**config.mk**
```make
export PLATFORM = sky130hd
export DESIGN_NAME = instr_encoder
export DESIGN_NICKNAME = d
export VERILOG_FILES = /design/src/rtl/riscv_pkg.sv /design/src/rtl/imm_packer.sv /design/src/rtl/instr_encoder.sv
export SDC_FILE = /design/constraint.sdc
export NUM_CORES = 1
export LEC_CHECK = 0
export CAP_MARGIN = 20
export CORE_UTILIZATION = 45
export CTS_BUF_LIST = sky130_fd_sc_hd__clkbuf_4
export CTS_CLUSTER_SIZE = 12
export DETAILED_ROUTE_END_ITERATION = 8
export DONT_BUFFER_PORTS = 1
export GPL_TIMING_DRIVEN = 0
export PLACE_DENSITY_LB_ADDON = 0.25
export SYNTH_ARGS = -nofsm -noshare
export SYNTH_HDL_FRONTEND = slang
export SYNTH_SLANG_ARGS = --single-unit
```
**constraint.sdc**
```tcl
create_clock -name clk -period 4.25 [get_ports clk]
set_clock_uncertainty 0.05 [all_clocks]
set_input_delay 0.85 -clock clk [delete_from_list [all_inputs] [get_ports clk]]
set_output_delay 0.85 -clock clk [all_outputs]
set_load 0.05 [all_outputs]
```
**src/rtl/riscv_pkg.sv**
```systemverilog
// riscv_pkg: shared format codes, ALU op codes, opcodes and decoded-request record
package riscv_pkg;
  typedef enum logic [2:0] {
    FMT_R, FMT_I, FMT_LOAD, FMT_STORE, FMT_BRANCH, FMT_LUI, FMT_JAL, FMT_ILL
  } fmt_e;
  localparam logic [3:0] ALU_ADD  = 4'd0;
  localparam logic [3:0] ALU_SLL  = 4'd1;
  localparam logic [3:0] ALU_SLT  = 4'd2;
  localparam logic [3:0] ALU_SLTU = 4'd3;
  localparam logic [3:0] ALU_XOR  = 4'd4;
  localparam logic [3:0] ALU_SRL  = 4'd5;
  localparam logic [3:0] ALU_SRA  = 4'd6;
  localparam logic [3:0] ALU_OR   = 4'd7;
  localparam logic [3:0] ALU_AND  = 4'd8;
  localparam logic [3:0] ALU_SUB  = 4'd9;
  localparam logic [3:0] ALU_LUI  = 4'd10;
  localparam logic [6:0] OP_R      = 7'b0110011;
  localparam logic [6:0] OP_IMM    = 7'b0010011;
  localparam logic [6:0] OP_LOAD   = 7'b0000011;
  localparam logic [6:0] OP_STORE  = 7'b0100011;
  localparam logic [6:0] OP_BRANCH = 7'b1100011;
  localparam logic [6:0] OP_LUI    = 7'b0110111;
  localparam logic [6:0] OP_JAL    = 7'b1101111;
  localparam logic [31:0] NOP = 32'h0000_0013;
  // Register-side fields of the word plus the immediate still to be packed
  typedef struct packed {
    logic [2:0]  fmt;
    logic [6:0]  funct7;
    logic [4:0]  rs2;
    logic [4:0]  rs1;
    logic [2:0]  funct3;
    logic [4:0]  rd;
    logic [6:0]  opcode;
    logic [31:0] imm;
    logic        illegal;
  } dec_t;
  function automatic logic [2:0] alu_funct3(input logic [3:0] op);
    return op == ALU_SUB ? 3'd0 : op == ALU_SRA ? 3'd5 : op == ALU_OR ? 3'd6 :
           op == ALU_AND ? 3'd7 : op[2:0];
  endfunction
endpackage

```
**src/rtl/imm_packer.sv**
```systemverilog
// imm_packer: scatters an immediate into its instruction bit positions for a format
module imm_packer
  import riscv_pkg::*;
(
  input  logic [2:0]  fmt,
  input  logic [31:0] imm,
  output logic [31:0] imm_bits
);
  // Immediate bits land in place; every other bit is zero so the caller can OR in fields
  always_comb begin
    imm_bits = '0;
    case (fmt)
      FMT_I, FMT_LOAD: imm_bits = {imm[11:0], 20'd0};
      FMT_STORE:       imm_bits = {imm[11:5], 13'd0, imm[4:0], 7'd0};
      FMT_BRANCH:      imm_bits = {imm[12], imm[10:5], 13'd0, imm[4:1], imm[11], 7'd0};
      FMT_LUI:         imm_bits = {imm[31:12], 12'd0};
      FMT_JAL:         imm_bits = {imm[20], imm[10:1], imm[11], imm[19:12], 12'd0};
      default:         imm_bits = '0;
    endcase
  end
endmodule

```
**src/rtl/instr_encoder.sv**
```systemverilog
// instr_encoder: two-stage pipelined RV32 instruction word encoder with address and error count
module instr_encoder
  import riscv_pkg::*;
(
  input  logic        clk,
  input  logic        reset,
  input  logic        req_valid,
  output logic        req_ready,
  input  logic [2:0]  fmt,
  input  logic [3:0]  alu_op,
  input  logic [2:0]  mask,
  input  logic [2:0]  br_type,
  input  logic [4:0]  rd,
  input  logic [4:0]  rs1,
  input  logic [4:0]  rs2,
  input  logic [31:0] imm,
  output logic        out_valid,
  input  logic        out_ready,
  output logic [31:0] instr,
  output logic [31:0] addr,
  output logic        illegal,
  output logic [7:0]  err_cnt
);
  dec_t        dec, s1_q;
  logic        s1_valid_q, s2_valid_q, illegal_q;
  logic        is_shift, fit12, fit13, fit21, s1_adv, s1_load, s2_load, out_hs;
  logic [31:0] instr_q, instr_d, addr_q, imm_bits;
  logic [7:0]  err_q;

  assign is_shift = alu_op == ALU_SLL || alu_op == ALU_SRL || alu_op == ALU_SRA;
  assign fit12    = &imm[31:11] || ~|imm[31:11];
  assign fit13    = &imm[31:12] || ~|imm[31:12];
  assign fit21    = &imm[31:20] || ~|imm[31:20];
  assign s1_adv   = !s2_valid_q || out_ready;
  assign req_ready = !reset && (!s1_valid_q || s1_adv);
  assign s1_load  = req_valid && req_ready;
  assign s2_load  = s1_valid_q && s1_adv;
  assign out_hs   = s2_valid_q && out_ready;

  assign out_valid = s2_valid_q && !reset;
  assign instr     = reset ? '0 : instr_q;
  assign addr      = reset ? '0 : addr_q;
  assign illegal   = !reset && illegal_q;
  assign err_cnt   = reset ? '0 : err_q;

  // Stage-1 decode: pick opcode/funct fields, zero unused register fields, judge legality
  always_comb begin
    dec = '0;
    dec.fmt = fmt;
    dec.imm = imm;
    dec.illegal = 1'b1;
    case (fmt)
      FMT_R: begin
        dec.opcode  = OP_R;
        dec.rd      = rd;
        dec.rs1     = rs1;
        dec.rs2     = rs2;
        dec.funct3  = alu_funct3(alu_op);
        dec.funct7  = (alu_op == ALU_SUB || alu_op == ALU_SRA) ? 7'h20 : 7'h00;
        dec.illegal = alu_op > ALU_SUB;
      end
      FMT_I: begin
        dec.opcode  = OP_IMM;
        dec.rd      = rd;
        dec.rs1     = rs1;
        dec.funct3  = alu_funct3(alu_op);
        dec.imm     = is_shift ? {20'd0, (alu_op == ALU_SRA) ? 7'h20 : 7'h00, imm[4:0]} : imm;
        dec.illegal = alu_op >= ALU_SUB || (is_shift ? |imm[31:5] : !fit12);
      end
      FMT_LOAD: begin
        dec.opcode  = OP_LOAD;
        dec.rd      = rd;
        dec.rs1     = rs1;
        dec.funct3  = mask;
        dec.illegal = mask inside {3'd3, 3'd6, 3'd7} || !fit12;
      end
      FMT_STORE: begin
        dec.opcode  = OP_STORE;
        dec.rs1     = rs1;
        dec.rs2     = rs2;
        dec.funct3  = mask;
        dec.illegal = mask > 3'd2 || !fit12;
      end
      FMT_BRANCH: begin
        dec.opcode  = OP_BRANCH;
        dec.rs1     = rs1;
        dec.rs2     = rs2;
        dec.funct3  = br_type;
        dec.illegal = br_type inside {3'd2, 3'd3} || !fit13 || imm[0];
      end
      FMT_LUI: begin
        dec.opcode  = OP_LUI;
        dec.rd      = rd;
        dec.illegal = |imm[11:0];
      end
      FMT_JAL: begin
        dec.opcode  = OP_JAL;
        dec.rd      = rd;
        dec.illegal = !fit21 || imm[0];
      end
      default: dec.illegal = 1'b1;
    endcase
  end

  imm_packer u_pack (
    .fmt      (s1_q.fmt),
    .imm      (s1_q.imm),
    .imm_bits (imm_bits)
  );

  assign instr_d = s1_q.illegal ? NOP :
                   imm_bits | {s1_q.funct7, s1_q.rs2, s1_q.rs1, s1_q.funct3, s1_q.rd, s1_q.opcode};

  // Pipeline valids, stage payloads, output address and saturating error counter
  always_ff @(posedge clk) begin
    if (reset) begin
      s1_valid_q <= 1'b0;
      s2_valid_q <= 1'b0;
      s1_q       <= '0;
      instr_q    <= '0;
      illegal_q  <= 1'b0;
      addr_q     <= '0;
      err_q      <= '0;
    end else begin
      s1_valid_q <= s1_load || (s1_valid_q && !s1_adv);
      s2_valid_q <= s2_load || (s2_valid_q && !out_ready);
      if (s1_load) s1_q <= dec;
      if (s2_load) begin
        instr_q   <= instr_d;
        illegal_q <= s1_q.illegal;
      end
      if (out_hs) begin
        addr_q <= addr_q + 32'd4;
        err_q  <= err_q + {7'd0, illegal_q && err_q != 8'hFF};
      end
    end
  end
endmodule

```
==> key figures <==
Floorplan
  • Initial Util: between 40% and 50%
  • Die area: between 0.01 and 0.015 mm2
  • Core area: 0.01335 mm2
  • Cell Rows: 42
  • Die width: about 120 um
  • Die height: 119.3 um
  • Ports: about 140

Route
  • Via-to-Cell Ratio: a little under 6
  • ANT nets after route: 0
  • Vias: approximately 5500
  • Detailed Route Iter0 Violations: 520
  • Drt first pass iters: 5
  • Wirelength per Cell: 18.28 um
  • Drt total wl: roughly 17000 um
  • DRC viols: 0

Layout
  • Share of cells above drive strength 1: approximately 5.4%
  • Nets: 834
  • Most common cell after layout, fill and taps aside: dfxtp_1
  • Fillers: roughly 1300
  • Area growth, synth to finish: 7.215%
  • Most frequent cells in the layout: dfxtp_1, nand2_1, nor2b_1
  • Reg area: 0.002663 mm2
  • Design area: about 0.0066 mm2
  • Fin util: 49.73%
  • Multi-input logic area: between 0.003 and 0.004 mm2

Critical path
  • Top cell by count, worst path: clkbuf_1
  • CP peak stage delay: about 0.53 ns
  • CP Class: in2out
  • Reg2Reg Launch Point: s2_valid_q$_SDFF_PP0_
  • Crit start category: input port
  • Critical Path End Type: primary output
  • Slowest CP cell: buf_1
  • Worst r2r path cells: 6
  • Crit-path cells: clkbuf_1, clkbuf_1, clkbuf_1, buf_1, nor2_1
  • Critical register-to-register path endpoint: s1_q[7]$_SDFFE_PP0P_
  • Worst R2R Setup Slack: approximately 1.8 ns
  • Worst Setup SP: reset
  • Worst Path Arrival: 2.86 ns
  • Critical Path RT: around 3.4 ns
  • Crit-path max FO: 10

Power
  • P_int: 1.658 mW
  • Leakage: between 2 and 2.5 nW
  • Sw Ratio: approximately 27%
  • Power per cell area: 343.2 mW/mm2
  • Switching power: 620.3 uW
  • Logic gate share of total power: 10.4%
  • Max VDD drop: 167.0 uV
  • Sequential group share of total power: 57.9%
  • Clk pwr share: 31.7%

Logic synthesis
  • Yosys cell types: around 50
  • Post-Syn Instances: 747
  • Synth Register Bits: approximately 130
  • Post-Syn Area: roughly 0.0062 mm2
  • Yosys warns: 0
  • Top cell type's share of synthesized area: between 40% and 50%
  • Ys async rst share: 0%
  • Mean Syn Cell Area: about 8.3 um2
  • Leading area contributor after synthesis: dfxtp_1
  • Post-synth EDFFs: 0
  • Seq/Total Area, Yosys: 43.01%
  • Largest cells by area after synthesis: dfxtp_1, nor2b_1, nand2_1
  • Main flop type after synthesis: dfxtp_1

Clocking
  • Post-CTS resize count: 0
  • Clk_lat worst skew: 0.52 ns
  • Setup bufs post-CTS: 0
  • Clock tree buffer depth: 2
  • Clock root buffer: clkbuf_4
  • Clk slew on worst S/H paths: about 0.10 ns
  • H-tree depth: 4
  • Clk sink count: between 100 and 150
  • CTS Buf Count: 17
  • CTS tree: yes
  • Post-CTS Hold Fix Bufs: 0

Outcome
  • Status: finished, final reports clean

STA
  • Max Fclk: between 200 and 300 MHz
  • Hold Vio Cnt, Final: 0
  • Final period util: 88.58%
  • Slew @ Worst Pin: around 1.2 ns
  • Slew Viols, Final: 0
  • Crit path time final: roughly 3.8 ns
  • Sum Neg Setup Slack: 0 ns
  • Slew margin rel.: between 20% and 30%
  • Worst setup margin: between 0.4 and 0.5 ns
  • RSZ-0062 raised after global routing: false
  • Setup violators final: 0

Place
  • Place WS: about 0.47 ns
  • Post-DP HPWL: around 13000 um
  • DP Area: 0.006415 mm2
  • RePlAce Congestion: about 0.88
  • IO Port Bufs: 0

Global routing
  • Pin count of the biggest net entering global routing: 17
  • GRT Total Usage: 25.10%
  • Initial antenna violation count: 1
  • Global route overflow: 0
  • First-pass GRT wire length: 27350 um
  • Vias in the first global route: 5208

Worst hold path
  • Hold Crit Start: imm[1]
  • WHS Path Cells: 2
  • Min-Delay Path Class: in2reg
  • Worst Hold Path EP: s1_q[2]$_SDFFE_PP0P_

Flow run
  • Max Cap Violations: 0
-- cells in the mapped netlist (3+ instances only) --
cell         n
nor2_1      52
mux2_2       9
and4_1       3
a31oi_1      3
and2_1       4
nor2b_1     76
nand4_1     17
clkbuf_1    43
nor3_1      21
buf_4        3
and3_1       5
a22o_1      32
inv_1       13
a311oi_1     5
nor4_1       9
dfxtp_1    133
nand3_1     28
a221oi_1     4
ha_1         3
a21oi_1     60
or3_1       10
nand2_1     81
nor3b_1      6
buf_1        7
o2bb2ai_1   23
or4_1        3
xnor2_1     11
xor2_1      10
o21ai_0     40
nand2b_1     4
-- critical path: cells and delay by family --
kind | cells | cell delay [ns]
buffers and inverters | 4 | 1.61
AND/OR/NAND/NOR | 1 | 0.40
-- kinds of logic after synthesis --
logic type                 Yosys count  synth area share, %
other                                1              0.06057
buffers and inverters               66                4.184
DFF                                133                43.01
adders and majority gates            3               0.6064
and+or+nand+nor                    330                27.89
AOI/OAI and AO/OA                  183                19.48
xor gates and xnor gates            21                2.971
muxes                               10                1.799
-- stage by stage --
| stage | cells | power [mW] | hold slack [ns] |
|---|---|---|---|
| CTS | 953 | 2.287 | 0.3406 |
| finish | 954 | 2.278 | 0.3843 |
| detailed placement | 924 | 1.580 | 0.3954 |
| floorplan | 748 | 1.513 | 0.3814 |
| global placement | 924 | 1.574 | 0.3913 |
| global route | 954 | 2.375 | 0.3471 |
-- per-layer routing --
| layer | routed length [um] | global-route usage [%] |
|---|---|---|
| met1 | 7600 | 32.25 |
| met2 | 8068 | 39.39 |
| met3 | 1465 | 7.950 |
| met4 | 307 | 9.063 |
| met5 | 0 | 0 |
-- flip-flops by register name, indices dropped and copies added, names as in the netlist --
register	flops
s1_valid_q	1
s1_q	61
instr_q	31
s2_valid_q	1
err_q	8
illegal_q	1
addr_q	30
-- how the worst max path moves through the flow --
stage,to,slack [ns],cells past startpoint
final,addr[8],0.49,5
after global routing,addr[19],0.33,5
after CTS,instr[1],0.47,5
after detailed placement,instr[1],0.47,5
after global placement,instr[1],0.49,5
after floorplan,instr[1],0.86,5
-- power groups by stage --
| stage | Sequential [mW] | Clock (mW) | Combinational [mW] |
|---|---|---|---|
| after floorplan | 1.33 | 0 | 0.179 |
| after global placement | 1.34 | 0 | 0.230 |
| after detailed placement | 1.35 | 0 | 0.234 |
| after CTS | 1.32 | 0.735 | 0.235 |
| after global routing | 1.32 | 0.790 | 0.262 |
| final | 1.32 | 0.723 | 0.237 |
-- area by class of cell --
cell class / count / area share [%]
sequential: 133 / 40.11
multi-input combinational: 549 / 49.31
tap: 176 / 3.318
inverter: 13 / 0.7352
antenna: 1 / 0.03770
clock inverter: 8 / 0.9425
buffer: 53 / 3.167
clock buffer: 21 / 2.375
(Power assumes the default switching activity.)
